## src/rtl/fetch_prefetch_queue_if.sv

```systemverilog
// Fetch front-end bus: instruction-memory request/response, redirect input and
// decode-side valid/ready head of the prefetch queue.
interface fetch_prefetch_queue_if #(
  parameter int unsigned DEPTH = 4
);
  localparam int unsigned CW = $clog2(DEPTH) + 1;

  logic          imem_req;
  logic [31:0]   imem_addr;
  logic          imem_rvalid;
  logic [31:0]   imem_rdata;
  logic          redirect;
  logic [31:0]   redirect_pc;
  logic          ifid_valid;
  logic          ifid_ready;
  logic [31:0]   ifid_instr;
  logic [31:0]   ifid_pc;
  logic [31:0]   ifid_pcp4;
  logic [CW-1:0] fifo_count;

  modport master (
    output imem_req, imem_addr, ifid_valid, ifid_instr, ifid_pc, ifid_pcp4, fifo_count,
    input  imem_rvalid, imem_rdata, redirect, redirect_pc, ifid_ready
  );

  modport slave (
    input  imem_req, imem_addr, ifid_valid, ifid_instr, ifid_pc, ifid_pcp4, fifo_count,
    output imem_rvalid, imem_rdata, redirect, redirect_pc, ifid_ready
  );
endinterface

```

## src/rtl/fetch_prefetch_queue.sv

```systemverilog
// Instruction-fetch front end: owns the PC, issues credit-limited word fetches and
// buffers returned instructions with their PC in a small FIFO feeding IF/ID.
module fetch_prefetch_queue #(
  parameter int unsigned DEPTH    = 4,
  parameter logic [31:0] RESET_PC = 32'h0
) (
  input  logic                   clk,
  input  logic                   rst_n,
  fetch_prefetch_queue_if.master bus
);
  localparam int unsigned PW = $clog2(DEPTH);
  localparam int unsigned CW = PW + 1;

  typedef enum logic {IDLE, FETCH} state_t;

  state_t        state;
  logic [31:0]   fetch_pc;
  logic [31:0]   req_pc;
  logic          inflight;
  logic [PW-1:0] wr_ptr;
  logic [PW-1:0] rd_ptr;
  logic [CW-1:0] count;
  logic [31:0]   instr_mem [DEPTH];
  logic [31:0]   pc_mem    [DEPTH];

  logic          req;
  logic          enq;
  logic          deq;
  logic          head_valid;
  logic [CW:0]   occupancy;

  // Credit counts the outstanding fetch so its response always has a free slot.
  always_comb begin
    occupancy  = {1'b0, count} + {{CW{1'b0}}, inflight};
    head_valid = (count != '0);
    req        = (state == FETCH) && !bus.redirect && (occupancy < (CW+1)'(DEPTH));
    enq        = (state == FETCH) && bus.imem_rvalid && inflight && !bus.redirect;
    deq        = head_valid && bus.ifid_ready && !bus.redirect;
  end

  assign bus.imem_req   = req;
  assign bus.imem_addr  = fetch_pc;
  assign bus.ifid_valid = head_valid && !bus.redirect;
  assign bus.ifid_instr = head_valid ? instr_mem[rd_ptr] : '0;
  assign bus.ifid_pc    = head_valid ? pc_mem[rd_ptr] : '0;
  assign bus.ifid_pcp4  = head_valid ? pc_mem[rd_ptr] + 32'd4 : '0;
  assign bus.fifo_count = count;

  always_ff @(posedge clk) begin
    if (!rst_n) begin
      state    <= IDLE;
      fetch_pc <= RESET_PC;
      req_pc   <= '0;
      inflight <= 1'b0;
      wr_ptr   <= '0;
      rd_ptr   <= '0;
      count    <= '0;
      for (int unsigned i = 0; i < DEPTH; i++) begin
        instr_mem[i] <= '0;
        pc_mem[i]    <= '0;
      end
    end else begin
      unique case (state)
        IDLE: state <= FETCH;
        FETCH: begin
          if (bus.redirect) begin
            // Flush wins over stall and response; the in-flight word is discarded.
            fetch_pc <= bus.redirect_pc & ~32'h3;
            inflight <= 1'b0;
            wr_ptr   <= '0;
            rd_ptr   <= '0;
            count    <= '0;
          end else begin
            if (req) begin
              req_pc   <= fetch_pc;
              fetch_pc <= fetch_pc + 32'd4;
            end
            inflight <= req;
            if (enq) begin
              instr_mem[wr_ptr] <= bus.imem_rdata;
              pc_mem[wr_ptr]    <= req_pc;
              wr_ptr            <= wr_ptr + PW'(1);
            end
            if (deq) rd_ptr <= rd_ptr + PW'(1);
            unique case ({enq, deq})
              2'b10:   count <= count + CW'(1);
              2'b01:   count <= count - CW'(1);
              default: count <= count;
            endcase
          end
        end
        default: state <= IDLE;
      endcase
    end
  end
endmodule

```

## src/flat_wrapper.sv

```systemverilog
// flat-port wrapper written by rule: the top's interface ports become plain ports
module fetch_prefetch_queue_flat 
#(
  parameter int unsigned DEPTH    = 4,
  parameter logic [31:0] RESET_PC = 32'h0
)
  (clk, rst_n, bus_imem_req, bus_imem_addr, bus_ifid_valid, bus_ifid_instr, bus_ifid_pc, bus_ifid_pcp4, bus_fifo_count, bus_imem_rvalid, bus_imem_rdata, bus_redirect, bus_redirect_pc, bus_ifid_ready);
  fetch_prefetch_queue_if #(.DEPTH(DEPTH)) bus_i ();
  input  logic clk;
  input  logic rst_n;
  output wire logic [$bits(bus_i.imem_req)-1:0] bus_imem_req;
  output wire logic [$bits(bus_i.imem_addr)-1:0] bus_imem_addr;
  output wire logic [$bits(bus_i.ifid_valid)-1:0] bus_ifid_valid;
  output wire logic [$bits(bus_i.ifid_instr)-1:0] bus_ifid_instr;
  output wire logic [$bits(bus_i.ifid_pc)-1:0] bus_ifid_pc;
  output wire logic [$bits(bus_i.ifid_pcp4)-1:0] bus_ifid_pcp4;
  output wire logic [$bits(bus_i.fifo_count)-1:0] bus_fifo_count;
  input wire logic [$bits(bus_i.imem_rvalid)-1:0] bus_imem_rvalid;
  input wire logic [$bits(bus_i.imem_rdata)-1:0] bus_imem_rdata;
  input wire logic [$bits(bus_i.redirect)-1:0] bus_redirect;
  input wire logic [$bits(bus_i.redirect_pc)-1:0] bus_redirect_pc;
  input wire logic [$bits(bus_i.ifid_ready)-1:0] bus_ifid_ready;
  assign bus_imem_req = bus_i.imem_req;
  assign bus_imem_addr = bus_i.imem_addr;
  assign bus_ifid_valid = bus_i.ifid_valid;
  assign bus_ifid_instr = bus_i.ifid_instr;
  assign bus_ifid_pc = bus_i.ifid_pc;
  assign bus_ifid_pcp4 = bus_i.ifid_pcp4;
  assign bus_fifo_count = bus_i.fifo_count;
  assign bus_i.imem_rvalid = bus_imem_rvalid;
  assign bus_i.imem_rdata = bus_imem_rdata;
  assign bus_i.redirect = bus_redirect;
  assign bus_i.redirect_pc = bus_redirect_pc;
  assign bus_i.ifid_ready = bus_ifid_ready;
  fetch_prefetch_queue #(.DEPTH(DEPTH), .RESET_PC(RESET_PC)) u_core (.clk(clk), .rst_n(rst_n), .bus(bus_i));
endmodule
```

## config.mk

```make
export PLATFORM = sky130hd
export DESIGN_NAME = fetch_prefetch_queue_flat
export DESIGN_NICKNAME = d
export VERILOG_FILES = /design/src/rtl/fetch_prefetch_queue_if.sv /design/src/rtl/fetch_prefetch_queue.sv /design/src/flat_wrapper.sv
export SDC_FILE = /design/constraint.sdc
export NUM_CORES = 1
export LEC_CHECK = 0
export ABC_AREA = 0
export BUFFER_PORTS_ARGS = -buffer_cell sky130_fd_sc_hd__buf_4
export CAP_MARGIN = 20
export CORE_ASPECT_RATIO = 2
export CORE_UTILIZATION = 30
export DETAILED_ROUTE_END_ITERATION = 10
export PLACE_DENSITY = 0.53
export SYNTH_ARGS = -nofsm -noshare
export SYNTH_HDL_FRONTEND = slang
export SYNTH_SLANG_ARGS = --single-unit
export TNS_END_PERCENT = 100
```

## constraint.sdc

```tcl
create_clock -name clk -period 7.8 [get_ports clk]
set_clock_uncertainty 0.1 [all_clocks]
set_input_delay 0.78 -clock clk [delete_from_list [all_inputs] [get_ports clk]]
set_output_delay 0.78 -clock clk [all_outputs]
set_load 0.01 [all_outputs]
```

==> results of run 1 <==
worst min-delay path by stage:
stage | from | endpoint | slack [ns] | cells past startpoint
3_3_place_gp | u_core.req_pc[12]$_SDFFE_PN0P_ | u_core.req_pc[12]$_SDFFE_PN0P_ | 0.36 | 2
5_1_grt | bus_redirect_pc[28] | u_core.bus.imem_addr[28]$_SDFFE_PN0P_ | 0.36 | 3
3_5_place_dp | u_core.req_pc[11]$_SDFFE_PN0P_ | u_core.req_pc[11]$_SDFFE_PN0P_ | 0.36 | 2
6_report | u_core.req_pc[11]$_SDFFE_PN0P_ | u_core.req_pc[11]$_SDFFE_PN0P_ | 0.37 | 2
4_1_cts | bus_redirect_pc[28] | u_core.bus.imem_addr[28]$_SDFFE_PN0P_ | 0.34 | 3
2_1_floorplan | u_core.req_pc[10]$_SDFFE_PN0P_ | u_core.req_pc[10]$_SDFFE_PN0P_ | 0.34 | 2
critical path, cell delays in order, from the launching register on:
cell and delay [ns]:
dfxtp_4 0.87, buf_4 0.63, mux4_2 0.40, and4_1 0.35, nand4_1 0.30, or4_1 0.60
a21oi_1 0.18, buf_4 0.16
metrics by stage:
| step | setup slack (ns) | util [%] | hold WS [ns] | instance area (µm²) |
|---|---|---|---|---|
| after floorplan | 1.263 | - | 0.3450 | 15260 |
| after global placement | 2.663 | 34.49 | 0.3564 | 17270 |
| after detailed placement | 2.876 | 34.55 | 0.3609 | 17300 |
| after CTS | 2.587 | 36.51 | 0.3419 | 18280 |
| after global routing | 2.389 | 36.51 | 0.3580 | 18280 |
| final | 2.744 | 36.51 | 0.3690 | 18280 |
power by group through the flow:
stage,combinational [mW],sequential [mW],clock [mW]
floorplan,0.135,1.98,0
global placement,0.251,1.98,0
detailed placement,0.255,1.98,0
CTS,0.255,1.94,1.53
global route,0.272,1.95,1.58
finish,0.249,1.94,1.49
area by class of cell:
type / instances / share of cell area, %
clock inverters: 21 / 0.9717
inverters: 75 / 1.540
clock buffers: 37 / 4.421
multi-input cells: 839 / 30.61
repair buffers: 212 / 8.814
well taps: 649 / 4.441
flip-flops and latches: 323 / 49.20
cell families after synthesis:
kind of cell,count (synthesis),synth area share (%)
buf+inv,170,4.827
mux,73,10.23
compound gates,169,6.888
simple gates,576,18.11
flops,323,58.98
fa+ha+maj,3,0.2463
other cells,1,0.02461
xor+xnor,12,0.6896
synthesized netlist by cell type, types with 18 or more instances:
library cell / n
and2_1: 124
nor3_1: 20
nand2_1: 157
edfxtp_1: 252
o21ai_0: 30
clkbuf_1: 73
or3_1: 18
dfxtp_1: 71
mux4_2: 54
nand3_1: 27
a21oi_1: 75
nor2_1: 178
inv_1: 73
flip-flops by register name (all words and copies together), names as in the netlist, named ones only:
| register | count |
|---|---|
| u_core.bus.fifo_count | 3 |
| u_core.instr_mem | 128 |
| u_core.req_pc | 30 |
| u_core.pc_mem | 124 |
| u_core.rd_ptr | 2 |
| u_core.inflight | 1 |
| u_core.state | 1 |
| u_core.bus.imem_addr | 30 |
| u_core.wr_ptr | 2 |
layer usage:
layer / vias to the layer above / part of all wire [%] / GRT usage [%]
li1: 5048 / - / -
met1: 5302 / 37 / 18.02
met2: 343 / 53 / 31.48
met3: 90 / 5.8 / 2.793
met4: 4 / 4.4 / 7.862
met5: - / 0.053 / 0
==> impl_results.md, run 1 <==
* Die height at 320.7 µm
* VDD IR-drop max at roughly 0.00012 V
* Slew Limit Fails at 0
* Reg2Reg Setup Slack at 3.53 ns
* Power after layout at 3.680 mW
* Final Instance Count excl. Fillers at 2,156
* Reg power frac at 52.8%
* Post-CTS sizing at 0
* Clock power share at 40.4%
* Yosys warns at 0
* Post-synthesis cell count at 1,327
* EDFF count, synth at 252
* GRT Util Overall at 16.79%
* R2R Path End: u_core.instr_mem[2][2]$_SDFFCE_PN0P_
* Crit Path Max Fanout at 38
* Core area at 50,070 µm²
* Layout fillers at ~5,000
* Final net count at 1,554
* Final TNS setup at 0 ns
* TritonCTS clock tree: done
* Max Cap Viol at 0
* Post-CTS Setup Bufs at 0
* FMAX at 0.1978 GHz
* Die X at between 150 and 200 µm
* Clock sink total at ~320
* Syn-to-layout area delta at 19.98%
* Die Area at slightly above 50,000 µm²
* Final WL at 43.73 mm
* Switching share of power at about a quarter
* Max clock buf depth at 3
* Iteration-0 DRC Markers at a little under 500
* ANT cells at 0
* Post-Syn Area at 15,240 µm²
* Latest clock arrival within the worst-skew pair at ~0.60 ns
* Drc violations at 0
* Final GP Congestion at 0.8694
* Htree depth at 1
* Vias/cell at between 5 and 6
* Initial Utilization at 30.43%
* Final Hold Viols at 0
* Initial antenna violation count at 2
* Area of the multi-input gates at between 5000 and 6000 µm²
* Sequential-to-total area share from yosys stat at 58.98%
* Post-DP HPWL at 27.25 mm
* Worst Tran Pin Value at roughly 1.1 ns
* Vias in the first global route at 11,150
* Slew HR at between 20% and 30%
* Worst setup endpoint: bus_ifid_pcp4[31]
* Synth top area cells: edfxtp_1, dfxtp_1, mux4_2
* Area share of the largest cell type after synthesis at between 40% and 50%
* Synthesized flop and latch total at 323
* GRT overflow at 0
* R2R depth at 7
* Run status: finished clean
* Combinational share of power at 6.8%
* Std-Cell Rows at 116
* FF-to-FF Start: u_core.state$_DFF_P_
* Most frequent cells in the layout: edfxtp_1, buf_4, nor2_1, nand2_1, and2_1
* Leakage at 7.085 nW
* Final antenna-violating net count at 0
* Syn Area/Cell at 11.48 µm²
* Hold buffer count at cts at 0
* RSZ-0062 raised after global routing: false
* First-pass GRT wire length at about 66 mm
* Post-synth ARST share at 0%
* Dpl cells at 2,098
* Commonest non-fill, non-tap cell in the layout: edfxtp_1
* FF+latch area at 8996 µm²
* Ys flop type: edfxtp_1
* Final worst path period share at between 60% and 70%
* Switch Pwr at 0.8583 mW
* Critical path class: flip-flop to primary output
* CTS Buf Count at 31
* DR pass1 iterations at 4
* Clock Root Buffer: clkbuf_16
* Worst Hold Class: flip-flop to flip-flop
* Netlist cell types at between 60 and 70
* Layout cell share with drive strength beyond 1 at 23.09%
* WL/cell at 20.28 µm
* IO Count at 202
* Startpoint types: flip-flop
* Largest area contributor in the netlist: edfxtp_1
* DR vias at between 10,000 and 15,000
* CP arrival at roughly 4.2 ns
* Int Pwr at 2.822 mW
* Critical Path RT at about 6.9 ns
* Setup violations, final at 0
* Largest net degree at the start of global routing at 72
* Reg clk slew, reported paths at around 0.06 ns
* Critical Path End Type: primary output
* I/O Buffers at 197
* Power density cells at 201.3 nW/µm²
* Tmin final at approximately 5.1 ns
Power figures use the tool's default switching activity.
==> inputs of run 2 (changes only) <==
- PLACE_DENSITY: 0.53 -> 0.55
- clock period: 7.8 -> 4.2 ns (I/O delays scaled with it)
==> run 2 against run 1 <==
  * Critical path type unchanged
  * Flip-flop and latch count unchanged
  * Critical path depth decreased by 1
  * Register-to-register slack got worse by 2.2 ns
  * Via count decreased by 0.44%
  * Die area unchanged
  * Utilization increased by 0.58 points
==> impl_results.md, run 2 (same netlist as run 1, synthesis figures left out) <==
* GRT overflow at 0
* Run status: finished clean
* Slew Limit Fails at 0
* Final WL at 44.04 mm
* Startpoint types: flip-flop
* Slew HR at 27.71%
* DR vias at 10,740
* Final Instance Count excl. Fillers at ~2,200
* Crit Path Max Fanout at 25
* Syn-to-layout area delta at 21.88%
* Slowest stage cell, crit path: or4_1
* Clock Root Buffer: clkbuf_16
* TritonCTS clock tree: done
* Commonest non-fill, non-tap cell in the layout: edfxtp_1
* Core area at ~50,000 µm²
* Max incr delay on CP at 0.80 ns
* Tmin final at 4.032 ns
* Std-Cell Rows at 116
* Most frequent cells in the layout: edfxtp_1, buf_4, nor2_1, nand2_1, and2_1
* Critical path cell sequence: mux4_2 > nand4_2 > or4_1 > or3_1 > a21oi_1 > buf_4
* Die height at between 300 and 400 µm
* Latest clock arrival within the worst-skew pair at 0.58 ns
* Largest net degree at the start of global routing at 64
* Clock sink total at 323
* Critical path class: flip-flop to primary output
* Die Area at ~52,000 µm²
* I/O Buffers at between 150 and 200
* FMAX at 0.2480 GHz
* RSZ-0062 raised after global routing: false
* Iteration-0 DRC Markers at 544
* Worst Path Buf+Inv at 1
* Post-DP HPWL at 28.64 mm
* CTS Buf Count at 31
* Post-layout util at roughly 37%
* Die X at around 160 µm
* Final GP Congestion at 0.8944
* Power density cells at between 300 and 400 nW/µm²
* First-pass GRT wire length at 65.47 mm
* WL/cell at 20.28 µm
* Final net count at about 1,600
* Final Hold Viols at 0
* Worst Tran Pin Value at 1.084 ns
* Vias in the first global route at 10,970
* Largest regs: u_core.instr_mem x128, u_core.pc_mem x124
* Delay-heaviest family, CP: simple AND/OR/NAND/NOR gates
* Critical Path End Type: primary output
* Setup violations, final at 0
* CP arrival at 3.51 ns
* Htree depth at 1
* Max clock buf depth at 3
* Worst Hold Class: input pin to flip-flop
* IO Count at 202
* Final antenna-violating net count at 0
* VDD IR-drop max at 0.0002817 V
* Final worst path period share at 95.99%
* Initial Utilization at 30.43%
* GRT Util Overall at between 15 and 20%
* Final TNS setup at 0 ns
* Dpl cells at approximately 2,100
* Drc violations at 0
* Max Cap Viol at 0
* Max reg flops at 128
* Layout cell share with drive strength beyond 1 at 23.59%
* Initial antenna violation count at 1
* Reg clk slew, reported paths at 0.07 ns
* DR pass1 iterations at 5
* Layout fillers at 4,958
* Critical Path RT at 3.68 ns
* Vias/cell at ~4.9
* Leakage at 7.230 nW
* Biggest register: u_core.instr_mem
run 2: report_power, final:
group          internal, mW  switching (mW)
clock                  1.79            1.26
combinational         0.201           0.278
sequential             3.54          0.0621
total                  5.54            1.60
run 2: metrics by stage:
step	power [mW]	hold WS, ns	setup WS [ns]	instance area [µm²]
3_3_place_gp	4.151	0.3611	0.6433	17410
2_1_floorplan	3.919	0.3450	0.2988	15270
5_1_grt	7.359	0.02527	0.08330	18570
3_5_place_dp	4.164	0.3647	0.6374	17440
4_1_cts	7.226	0.0004479	0.001771	18540
6_report	7.135	0.03588	0.1683	18570
run 2: layout make-up:
| cell class | instances | area [µm²] | area share, % |
|---|---|---|---|
| clock buffers | 38 | 802.0 | 4.318 |
| flip-flops and latches | 323 | 8996 | 48.43 |
| repair buffers | 230 | 1797 | 9.673 |
| clock inverters | 17 | 280.3 | 1.509 |
| multi-input cells | 839 | 5603 | 30.16 |
| well taps | 649 | 812.0 | 4.372 |
| diodes | 1 | 2.502 | 0.01347 |
| inverters | 75 | 281.5 | 1.516 |
run 2: timing repair:
action                                  4_1_cts  5_1_grt
hold buffers                                  2        0
hold endpoints to repair                      2        0
endpoints found under the setup margin        0        5
setup buffers                                 0        1
resized for setup                             0        0
run 2: path summary, 6_finish.rpt:
check	from	cells after the start	end	slack, ns
max	flip-flop	6	bus_ifid_pcp4[27]	0.17
min	bus_imem_rdata[18]	2	u_core.instr_mem[2][18]$_SDFFCE_PN0P_	0.04
max reg2reg	u_core.bus.fifo_count[1]$_SDFFE_PN0P_	9	u_core.bus.fifo_count[2]$_SDFFE_PN0P_	1.30
min reg2reg	u_core.req_pc[6]$_SDFFE_PN0P_	2	u_core.req_pc[6]$_SDFFE_PN0P_	0.37
run 2: metal layers:
layer | track usage [%] | vias up | share of wire (%)
met1 | 18.27 | 5258 | 37
met3 | 2.328 | 74 | 5.1
met4 | 6.876 | 0 | 3.9
li1 | - | 5076 | -
met2 | 32.30 | 332 | 54
met5 | 0 | - | 0
==> inputs of run 3 (changes only) <==
- BUFFER_PORTS_ARGS: -buffer_cell sky130_fd_sc_hd__buf_4 -> unset
- DONT_BUFFER_PORTS: unset -> 1
- PLACE_DENSITY: 0.55 -> 0.51
==> run 3 against run 2 <==
  * Flip-flop and latch count stayed put
  * Final area down 4.9%
  * Worst hold slack got worse by 0.015 ns
  * Critical path type unchanged
  * Total power fell by 3.7%
  * Die area unchanged
  * Critical endpoint is now bus_ifid_pcp4[31]
  * Utilization fell by 1.8 points
==> impl_results.md, run 3 (same netlist as run 1, synthesis figures left out) <==
* Slew Limit Fails at 0
* DR vias at 10,340
* Startpoint types: flip-flop
* Final GP Congestion at 0.7912
* Tmin final at 3.970 ns
* Vias/cell at 5.083
* Initial antenna violation count at 2
* Clock Root Buffer: clkbuf_16
* Setup violations, final at 0
* FF+latch area at 8996 µm²
* Largest regs: u_core.instr_mem x128, u_core.pc_mem x124
* Post-DP HPWL at 28.59 mm
* Worst Path Buf+Inv at 1
* Drc violations at 0
* Area of the multi-input gates at between 5000 and 6000 µm²
* Std-Cell Rows at 116
* Slew HR at between 30 and 40%
* Final TNS setup at 0 ns
* FMAX at 0.2519 GHz
* TritonCTS clock tree: done
* ANT cells at 0
* GRT overflow at 0
* Critical Path End Type: primary output
* Worst Tran Pin Value at 0.9925 ns
* Die X at 161.4 µm
* VDD IR-drop max at 0.0002656 V
* Final Instance Count excl. Fillers at about 2,000
* Leakage at about 6.5 nW
* Syn-to-layout area delta at 15.86%
* Pre-CTS setup slack at slightly below 0.6 ns
* Largest net degree at the start of global routing at 63
* Max reg flops at 128
* Dpl cells at 1,924
* Run status: finished clean
* Final Hold Viols at 0
* WL/cell at 22.17 µm
* Final WL at between 40 and 50 mm
* IO Count at 202
* Initial Utilization at 30.43%
* Core area at 50,070 µm²
* Delay-heaviest family, CP: simple AND/OR/NAND/NOR gates
* GRT Util Overall at between 10% and 20%
* I/O Buffers at 0
* Worst Hold Class: input pin to flip-flop
* Crit Path Max Fanout at 13
* RSZ-0062 raised after global routing: false
* Latest clock arrival within the worst-skew pair at 0.58 ns
* DR pass1 iterations at 7
* Commonest non-fill, non-tap cell in the layout: edfxtp_1
* Final antenna-violating net count at 0
* Most frequent cells in the layout: edfxtp_1, nor2_1, nand2_1, and2_1, a21oi_1
* CP arrival at 3.45 ns
* Post-layout util at 35.26%
* CTS Buf Count at 31
* Vias in the first global route at around 11,000
* Die height at 320.7 µm
* Final worst path period share at 94.52%
* Power after layout at 6.871 mW
* Final worst slack at 0.2302 ns
* Slowest stage cell, crit path: or4_1
* Critical Path RT at roughly 3.7 ns
* First-pass GRT wire length at 66.56 mm
* Power density cells at slightly below 400 nW/µm²
* Max incr delay on CP at 0.60 ns
* Max Cap Viol at 0
* Die Area at about 52,000 µm²
* Critical path cell sequence: buf_4 > mux4_2 > and4_1 > nand4_1 > or4_1 > a21oi_1
* Iteration-0 DRC Markers at 620
* Biggest register: u_core.instr_mem
* Layout cell share with drive strength beyond 1 at 12.70%
* Htree depth at 1
* Final net count at roughly 1,400
* Reg clk slew, reported paths at 0.07 ns
* Max clock buf depth at 3
* Critical path class: flip-flop to primary output
* Layout fillers at 4,993
* Clock sink total at roughly 320
## run 3: cell count changes in the layout (fill, tap and decap cells not counted), moves of 2 or more
cell	change
buf_4	-191
dlygate4sd3_1	+48
clkinv_2	+6
buf_12	+4
clkbuf_1	-4
bufinv_16	-3
clkinv_1	+3
clkinvlp_4	-2
## run 3: cell type report
class / count / share of cell area, %
Clock inverter: 22 / 1.254
Multi-Input combinational cell: 839 / 31.70
Clock buffer: 34 / 4.457
Inverter: 75 / 1.594
Tap cell: 649 / 4.599
Timing Repair Buffer: 93 / 5.449
Sequential cell: 323 / 50.95
## run 3: worst paths after layout
check                                                            from                               endpoint  slack, ns  cells past startpoint
worst max-delay path                                        flip-flop                      bus_ifid_pcp4[31]       0.23                      6
worst min-delay path                                     bus_redirect   u_core.bus.imem_addr[2]$_SDFFE_PN0P_       0.02                      2
worst max register to register  u_core.bus.fifo_count[1]$_SDFFE_PN0P_  u_core.bus.fifo_count[2]$_SDFFE_PN0P_       1.28                      9
worst min register to register          u_core.req_pc[5]$_SDFFE_PN0P_          u_core.req_pc[5]$_SDFFE_PN0P_       0.37                      2
## run 3: layer usage
layer	routed length (µm)	GRT usage [%]	part of all wire, %	up-vias
li1	-	-	-	4805
met1	16380	17.91	36	5141
met2	24760	33.95	55	329
met3	2669	3.479	5.9	65
met4	1275	5.807	2.8	4
met5	24	0	0.053	-
## run 3: metrics by stage
step	area, µm²	hold slack, ns
final	17660	0.02079
after global routing	17660	0.001839
after floorplan	15270	0.3450
after CTS	17580	0.001365
after global placement	16030	0.3573
after detailed placement	16030	0.3578
## run 3: timing repair
action                                  CTS  global route
endpoints found under the setup margin    1             4
buffers inserted                          1             1
gates cloned                              0             0
hold buffers                             50             1
gates resized for setup                   0             0
endpoints found under the hold margin   159             1
## run 3: report_power, final
group          internal (mW)  switching (mW)  leakage [nW]
clock                   1.60            1.25         0.494
sequential              3.54          0.0719          3.18
combinational          0.154           0.253          2.80
total                   5.29            1.58          6.47
